--- src/rtl/div_pkg.sv ---
// Shared types and default widths for the sequential restoring divider.
package div_pkg;

  localparam int unsigned DIV_DVD_W = 8;
  localparam int unsigned DIV_DVS_W = 4;
  localparam int unsigned DIV_CNT_W = $clog2(DIV_DVD_W);

  typedef enum logic [1:0] {
    IDLE = 2'd0,
    RUN  = 2'd1,
    DONE = 2'd2
  } state_t;

endpackage

--- src/rtl/div_step.sv ---
// One combinational restoring-division step: shift in a dividend bit, trial-subtract the divisor.
module div_step #(
  parameter int unsigned DVS_W = 4
) (
  input  logic [DVS_W:0]   i_pr,
  input  logic             i_bit,
  input  logic [DVS_W-1:0] i_dvs,
  output logic [DVS_W:0]   o_pr,
  output logic             o_q
);

  logic [DVS_W:0] w_shifted;
  logic [DVS_W:0] w_dvs_ext;

  assign w_shifted = {i_pr[DVS_W-1:0], i_bit};
  assign w_dvs_ext = {1'b0, i_dvs};

  // A set pr MSB means the shifted value overflows DVS_W+1 bits and must exceed the divisor.
  assign o_q  = i_pr[DVS_W] | (w_shifted >= w_dvs_ext);
  assign o_pr = o_q ? (w_shifted - w_dvs_ext) : w_shifted;

endmodule

--- src/rtl/seq_restoring_divider.sv ---
// Multi-cycle unsigned restoring divider, one quotient bit per clock, start/busy/done handshake.
module seq_restoring_divider
  import div_pkg::*;
#(
  parameter int unsigned DVD_W = DIV_DVD_W,
  parameter int unsigned DVS_W = DIV_DVS_W
) (
  input  logic             clk,
  input  logic             rst_n,
  input  logic             start,
  input  logic [DVD_W-1:0] dividend,
  input  logic [DVS_W-1:0] divisor,
  output logic             busy,
  output logic             done,
  output logic [DVD_W-1:0] quotient,
  output logic [DVS_W-1:0] remainder,
  output logic             div_by_zero
);

  localparam int unsigned CNT_W = $clog2(DVD_W);

  state_t           r_state;
  state_t           w_next;
  logic [DVD_W-1:0] r_shift;
  logic [DVS_W:0]   r_pr;
  logic [DVS_W-1:0] r_dvs;
  logic [CNT_W-1:0] r_cnt;
  logic [DVD_W-1:0] r_quotient;
  logic [DVS_W-1:0] r_remainder;
  logic             r_dbz;
  logic [DVS_W:0]   w_pr_next;
  logic             w_q;

  div_step #(.DVS_W(DVS_W)) u_step (
    .i_pr  (r_pr),
    .i_bit (r_shift[DVD_W-1]),
    .i_dvs (r_dvs),
    .o_pr  (w_pr_next),
    .o_q   (w_q)
  );

  always_ff @(posedge clk or negedge rst_n) begin
    if (!rst_n) r_state <= IDLE;
    else        r_state <= w_next;
  end

  always_comb begin
    w_next = r_state;
    case (r_state)
      IDLE:    if (start) w_next = (divisor == '0) ? DONE : RUN;
      RUN:     if (r_cnt == '0) w_next = DONE;
      DONE:    w_next = IDLE;
      default: w_next = IDLE;
    endcase
  end

  // Quotient bits enter the shift register LSB as dividend bits leave its MSB.
  always_ff @(posedge clk or negedge rst_n) begin
    if (!rst_n) begin
      r_shift     <= '0;
      r_pr        <= '0;
      r_dvs       <= '0;
      r_cnt       <= '0;
      r_quotient  <= '0;
      r_remainder <= '0;
      r_dbz       <= 1'b0;
    end else begin
      case (r_state)
        IDLE: begin
          if (start) begin
            if (divisor == '0) begin
              r_quotient  <= '1;
              r_remainder <= '0;
              r_dbz       <= 1'b1;
            end else begin
              r_shift <= dividend;
              r_dvs   <= divisor;
              r_pr    <= '0;
              r_cnt   <= CNT_W'(DVD_W - 1);
            end
          end
        end
        RUN: begin
          r_shift <= {r_shift[DVD_W-2:0], w_q};
          r_pr    <= w_pr_next;
          if (r_cnt == '0) begin
            r_quotient  <= {r_shift[DVD_W-2:0], w_q};
            r_remainder <= w_pr_next[DVS_W-1:0];
            r_dbz       <= 1'b0;
          end else begin
            r_cnt <= r_cnt - CNT_W'(1);
          end
        end
        default: ;
      endcase
    end
  end

  assign busy        = (r_state != IDLE);
  assign done        = (r_state == DONE);
  assign quotient    = r_quotient;
  assign remainder   = r_remainder;
  assign div_by_zero = r_dbz;

endmodule

--- config.mk ---
export PLATFORM = sky130hd
export DESIGN_NAME = seq_restoring_divider
export DESIGN_NICKNAME = d
export VERILOG_FILES = /design/src/rtl/div_pkg.sv /design/src/rtl/div_step.sv /design/src/rtl/seq_restoring_divider.sv
export SDC_FILE = /design/constraint.sdc
export NUM_CORES = 1
export LEC_CHECK = 0
export CORE_MARGIN = 1
export CORE_UTILIZATION = 45
export DETAILED_ROUTE_END_ITERATION = 12
export MAX_ROUTING_LAYER = met4
export PLACE_DENSITY = 0.71
export SYNTH_ARGS = -nofsm -noshare
export SYNTH_HDL_FRONTEND = slang
export SYNTH_SLANG_ARGS = --single-unit
--- constraint.sdc ---
create_clock -name clk -period 2.3 [get_ports clk]
set_input_delay 0.345 -clock clk [delete_from_list [all_inputs] [get_ports clk]]
set_output_delay 0.345 -clock clk [all_outputs]
set_load 0.01 [all_outputs]
# After elaboration in Yosys (flattened, before gate mapping)
# Cells that the tools add are included.
[op_classes]
add_sub_neg = 2
order_cmp = 1
n_eq_ne = 7
n_mux = 27
bitwise = 2
reduce_logical = 10
[ops]
columns = ["cell", "n"]
rows = [
  ["8-bit two-way mux", 5],
  ["8-bit one-hot mux with 2 select lines", 2],
  ["5-bit two-way mux", 3],
  ["4-bit two-way mux", 3],
  ["2-bit inequality test (second input constant)", 5],
  ["5-bit one-hot mux with 2 select lines", 1],
  ["3-bit two-way mux", 3],
  ["4-bit one-hot mux with 2 select lines", 1],
  ["4-bit AND reduction", 2],
  ["2-bit two-way mux", 3],
  ["3-bit one-hot mux with 2 select lines", 1],
  ["3-bit AND reduction", 2],
  ["5-bit by 4-bit >= comparator with 1-bit output", 1],
  ["5-bit by 4-bit subtractor with 5-bit output", 1],
  ["4-bit logical NOT", 1],
  ["2-bit one-hot mux with 2 select lines", 1],
  ["2-bit nonzero test", 2],
  ["3-bit logical NOT", 1],
  ["1-bit two-way mux", 3],
  ["3-bit by 1-bit subtractor with 3-bit output (second input constant)", 1],
  ["2-bit by 1-bit equality test with 1-bit output (second input constant)", 1],
  ["2-bit equality test (second input constant)", 1],
  ["2-bit logical NOT", 1],
  ["1-bit one-hot mux with 2 select lines", 1],
  ["other kinds (3)", 3],
]
[totals]
regBits = 35
in_bits = 15

# Logic depth before layout (Yosys ltp)
[depth]
depth_word = 5
mapped_depth = 8
mapped_depth_nobuf = 8

# Cells and area by module
# Synthesis repeated with hierarchy kept, for this count alone.
[unflattened]
cells_unflattened = 188
hier_area_um2 = 1898.1
[by_module_without_submodules]
columns = ["module", "instances", "cells_per_inst", "area_per_inst_um2", "seq_area_each_um2"]
rows = [
  ["seq_restoring_divider", 1, 154, 1605.3, 875.8],
  ["div_step", 1, 34, 292.8, 0.0],
]

# Worst setup path after synthesis
# OpenSTA, ideal clock, no wires.
[synth_timing]
path_kind = "flip-flop to flip-flop"
start = "register r_pr[1]"
end = "register r_pr[0]"
setup_time_ps = 77
arrival_ps = 1691
t_required_ps = 2223
path_slack_ps = 532
path_stages_with_launch = 7
path_buffers = 0
path_cell_list = "dfrtp_1 ha_1 a21oi_1 o21ai_2 a21oi_4 mux2_4 o21ai_1"
[synth_between]
elab_chain_cells = 4
[synth_rtl]
columns = ["item", "line", "source"]
rows = [
  ["from (decl)", "seq_restoring_divider.sv:25", "logic [DVS_W:0] r_pr;"],
  ["from (signal assigned)", "seq_restoring_divider.sv:85", "r_pr <= w_pr_next;"],
  ["5-bit by 4-bit >= comparator with 1-bit output", "div_step.sv:19", "assign o_q = i_pr[DVS_W] | (w_shifted >= w_dvs_ext);"],
  ["1-bit bitwise OR", "div_step.sv:19", ""],
  ["5-bit two-way mux", "div_step.sv:20", "assign o_pr = o_q ? (w_shifted - w_dvs_ext) : w_shifted;"],
  ["5-bit one-hot mux with 2 select lines", "seq_restoring_divider.sv:68", "case (r_state)"],
]
# Every way passes these cells.
# A chain may end at the register's enable or synchronous reset.

# Final worst setup path
[layout_timing]
start = "register r_pr[1]"
end = "register r_remainder[0] (netlist: remainder[0])"
[layout_between]
elab_chain_cells = 5
[layout_rtl]
columns = ["item", "line", "source"]
rows = [
  ["5-bit by 4-bit >= comparator with 1-bit output", "div_step.sv:19", ""],
  ["1-bit bitwise OR", "div_step.sv:19", ""],
  ["5-bit two-way mux", "div_step.sv:20", ""],
  ["4-bit two-way mux", "seq_restoring_divider.sv:86", "if (r_cnt == '0) begin"],
  ["4-bit one-hot mux with 2 select lines", "seq_restoring_divider.sv:68", ""],
  ["to (signal assigned)", "seq_restoring_divider.sv:88", "r_remainder <= w_pr_next[DVS_W-1:0];"],
  ["to (decl)", "seq_restoring_divider.sv:29", "logic [DVS_W-1:0] r_remainder;"],
]
# Every way passes these cells. The select of a mux whose other input is x is not followed.

==> flow_metrics.env <==
export IMPL_tightest_slew_ns=0.8593
export IMPL_crit_type="reg2reg"
export IMPL_combinationalPowerShare_pct=52.4
export IMPL_grt_max_degree=36
export IMPL_postSynthCellCount=169
export IMPL_yosys_cell_types_count=38
export IMPL_worstPathRequired_ns=2.49
export IMPL_maxSlewHeadroom_pct=42.71
export IMPL_port_buffers=29
export IMPL_overflow=0
export IMPL_period_needed_ns=1.989
export IMPL_rsz0062_at_grt="false"
export IMPL_pwr_density_cell_nw_per_um2=1526
export IMPL_initial_utilization_pct=47.42
export IMPL_synth_async_reset_ratio_pct=100.0
export IMPL_synth_area_top_cells="dfrtp_1 (50%), mux2_4 (5.2%), ha_1 (4.3%)"
export IMPL_drv_cap=0
export IMPL_grt_pass1_wl_mm=5.906
export IMPL_utilization_pct=58.68
export IMPL_synth_flop_cell="dfrtp_1"
export IMPL_cts_buffer_depth=2
export IMPL_clock_sinks=35
export IMPL_wirelength_mm=3.396
export IMPL_fin_setup_tns_ns=0
export IMPL_cts_resized=0
export IMPL_dp_hpwl_mm=2.484
export IMPL_sequentialPowerShare_pct=33.2
export IMPL_hp_class="in2async"
export IMPL_yosys_area_top_type="dfrtp_1"
export IMPL_cp_slowest_cell="dfrtp_1"
export IMPL_ioPinCount=30
export IMPL_nNetsFinal=222
export IMPL_internal_power_uw=2035
export IMPL_viasPerCell=5.205
export IMPL_yosys_warnings=0
export IMPL_cp_max_fo=6
export IMPL_die_w_um=64.35
export IMPL_root_buffer="clkbuf_8"
export IMPL_crit_chain="ha_1, a21oi_1, o21ai_2, a21oi_4, mux2_4, o22ai_1"
export IMPL_drc=0
export IMPL_vdd_ir_drop_max_uv=609.8
export IMPL_cp_arrival_ns=2.18
export IMPL_cp_slowest_stage_delay_ns=0.40
export IMPL_syn_nets=191
export IMPL_post_cts_buffers=0
export IMPL_synth_edf_count=0
export IMPL_track_usage_pct=19.40
export IMPL_drtIter0Drc=60
export IMPL_cts_max_level=2
export IMPL_wl_per_cell_um=13.64
export IMPL_hold_buffers=0
export IMPL_cts_tree="built"
export IMPL_crit_path_end_kind="flop"
export IMPL_finalSetupViolations=0
export IMPL_p_total_uw=3304
export IMPL_ant_nets=0
export IMPL_cts_buffers=5
export IMPL_ys_seq_area_share_pct=50.07
export IMPL_first_pass_iters=4
export IMPL_syn_avg_cell_area_sq_um=10.35
export IMPL_grt_pass1_vias=1325
export IMPL_place_congestion=0.8601
export IMPL_max_freq_ghz=0.5027
export IMPL_skew_ns=0.007571
export IMPL_synth_seq_cells=35
export IMPL_multi_input_area_sq_um=774.5
export IMPL_slew_violations=0
export IMPL_switchingPower_uw=1269
export IMPL_syn_to_final_growth_pct=23.75
export IMPL_outcome="completed"
export IMPL_fillCellCount=327
export IMPL_fp_coreArea_sq_um=3689
export IMPL_leakage_uw=0.0009687
export IMPL_clkTransAtPathRegs_ns=0.07
export IMPL_drive_gt1_share_pct=11.44
export IMPL_clock_latency_ns=0.28
export IMPL_antennaDiodeCount=0
export IMPL_die_area_sq_um=4140
export IMPL_register_area_sq_um=875.8
export IMPL_switching_share_pct=38.41
export IMPL_period_share_pct=86.50
export IMPL_fp_dieH_um=64.35
export IMPL_worst_setup_path_start_kind="flop"
export IMPL_syn_area_sq_um=1749
export IMPL_via_count=1296
export IMPL_antenna_found_initial=0
export IMPL_std_cell_rows=22
export IMPL_hold_violations=0
export IMPL_pwr_share_clk_pct=14.4
export IMPL_synth_top_area_share_pct=50.07
==> power groups by stage <==
stage / Sequential (uW) / Combinational [uW] / Clock, uW
floorplan: 1110 / 1220 / 0
global placement: 1090 / 1660 / 0
detailed placement: 1110 / 1730 / 0
CTS: 1100 / 1740 / 488
global route: 1140 / 1930 / 513
finish: 1100 / 1730 / 476
==> stage by stage <==
stage / worst slack [ns] / cells / hold slack, ns / instance area (sq um)
floorplan: 0.5319 / 169 / 0.04941 / 1749
global placement: 0.2817 / 241 / 0.4885 / 2064
detailed placement: 0.2094 / 241 / 0.5049 / 2064
CTS: 0.3231 / 249 / 0.4895 / 2165
global route: 0.2187 / 249 / 0.5153 / 2165
finish: 0.3106 / 249 / 0.4687 / 2165
==> flip-flops by register name, indices dropped and copies added, names as in the netlist <==
register,cells
quotient,8
r_shift,8
r_pr,5
r_dvs,4
remainder,4
r_cnt,3
r_state,2
div_by_zero,1
==> area by class of cell <==
| class | count | share of cell area [%] |
|---|---|---|
| multi-input cells | 114 | 35.78 |
| clock buffers | 8 | 4.624 |
| inverters | 13 | 2.254 |
| well taps | 48 | 2.775 |
| flip-flops and latches | 35 | 40.46 |
| repair buffers | 31 | 14.10 |
==> per-layer routing <==
layer | global-route usage (%) | up-vias | part of all wire [%] | wire length (um)
met5 | - | - | 0 | 0
met1 | 24.11 | 629 | 46 | 1546
met3 | 3.750 | 5 | 2.9 | 97
li1 | - | 638 | - | -
met4 | 6.667 | 0 | 1.6 | 53
met2 | 31.58 | 24 | 50 | 1698
==> cell families after synthesis <==
kind of cell    share of synthesized area (%)
compound gates                          16.17
xor+xnor                                2.003
fa+ha+maj                               5.436
buf+inv                                 5.651
flops                                   50.07
mux                                     5.723
simple gates                            14.95
==> Yosys cell counts (3+ instances only) <==
master / instances
a21oi_1: 10
a31oi_1: 10
buf_2: 4
dfrtp_1: 35
ha_1: 6
inv_1: 13
mux2_4: 6
nand2_1: 20
nand3_1: 5
nor2_1: 20
o21ai_1: 4
o22ai_1: 4
xnor2_1: 3
==> cells in the final DEF, fill, tap and decap left out, types with 4 or more instances in the layout <==
cell type        count
nor2_1              20
clkbuf_8             7
mux2_4               6
a31oi_1             10
inv_1               13
o21ai_1              4
o22ai_1              4
nand2_1             20
ha_1                 6
clkdlybuf4s50_1     29
dfrtp_1             35
nand3_1              5
a21oi_1             10
==> critical path, delay by kind of cell (launching register included) <==
| family | cells | cell delay (ns) |
|---|---|---|
| muxes | 1 | 0.34 |
| DFF | 1 | 0.40 |
| AOI/OAI and AO/OA | 4 | 0.80 |
| adders and majority gates | 1 | 0.36 |
==> path summary, 6_finish.rpt <==
check	end	depth (start not counted)	startpoint	slack [ns]
setup / recovery	remainder[0]	6	r_pr[1]	0.31
hold / removal	quotient[5]	2	rst_n	0.47
setup reg to reg	remainder[0]	6	r_pr[1]	0.31
hold reg to reg	div_by_zero	1	div_by_zero	0.52
max in group asynchronous	r_state[1]	2	rst_n	1.52
min in group clk	div_by_zero	1	div_by_zero	0.52
No activity file was read; power rests on OpenSTA's default activity.
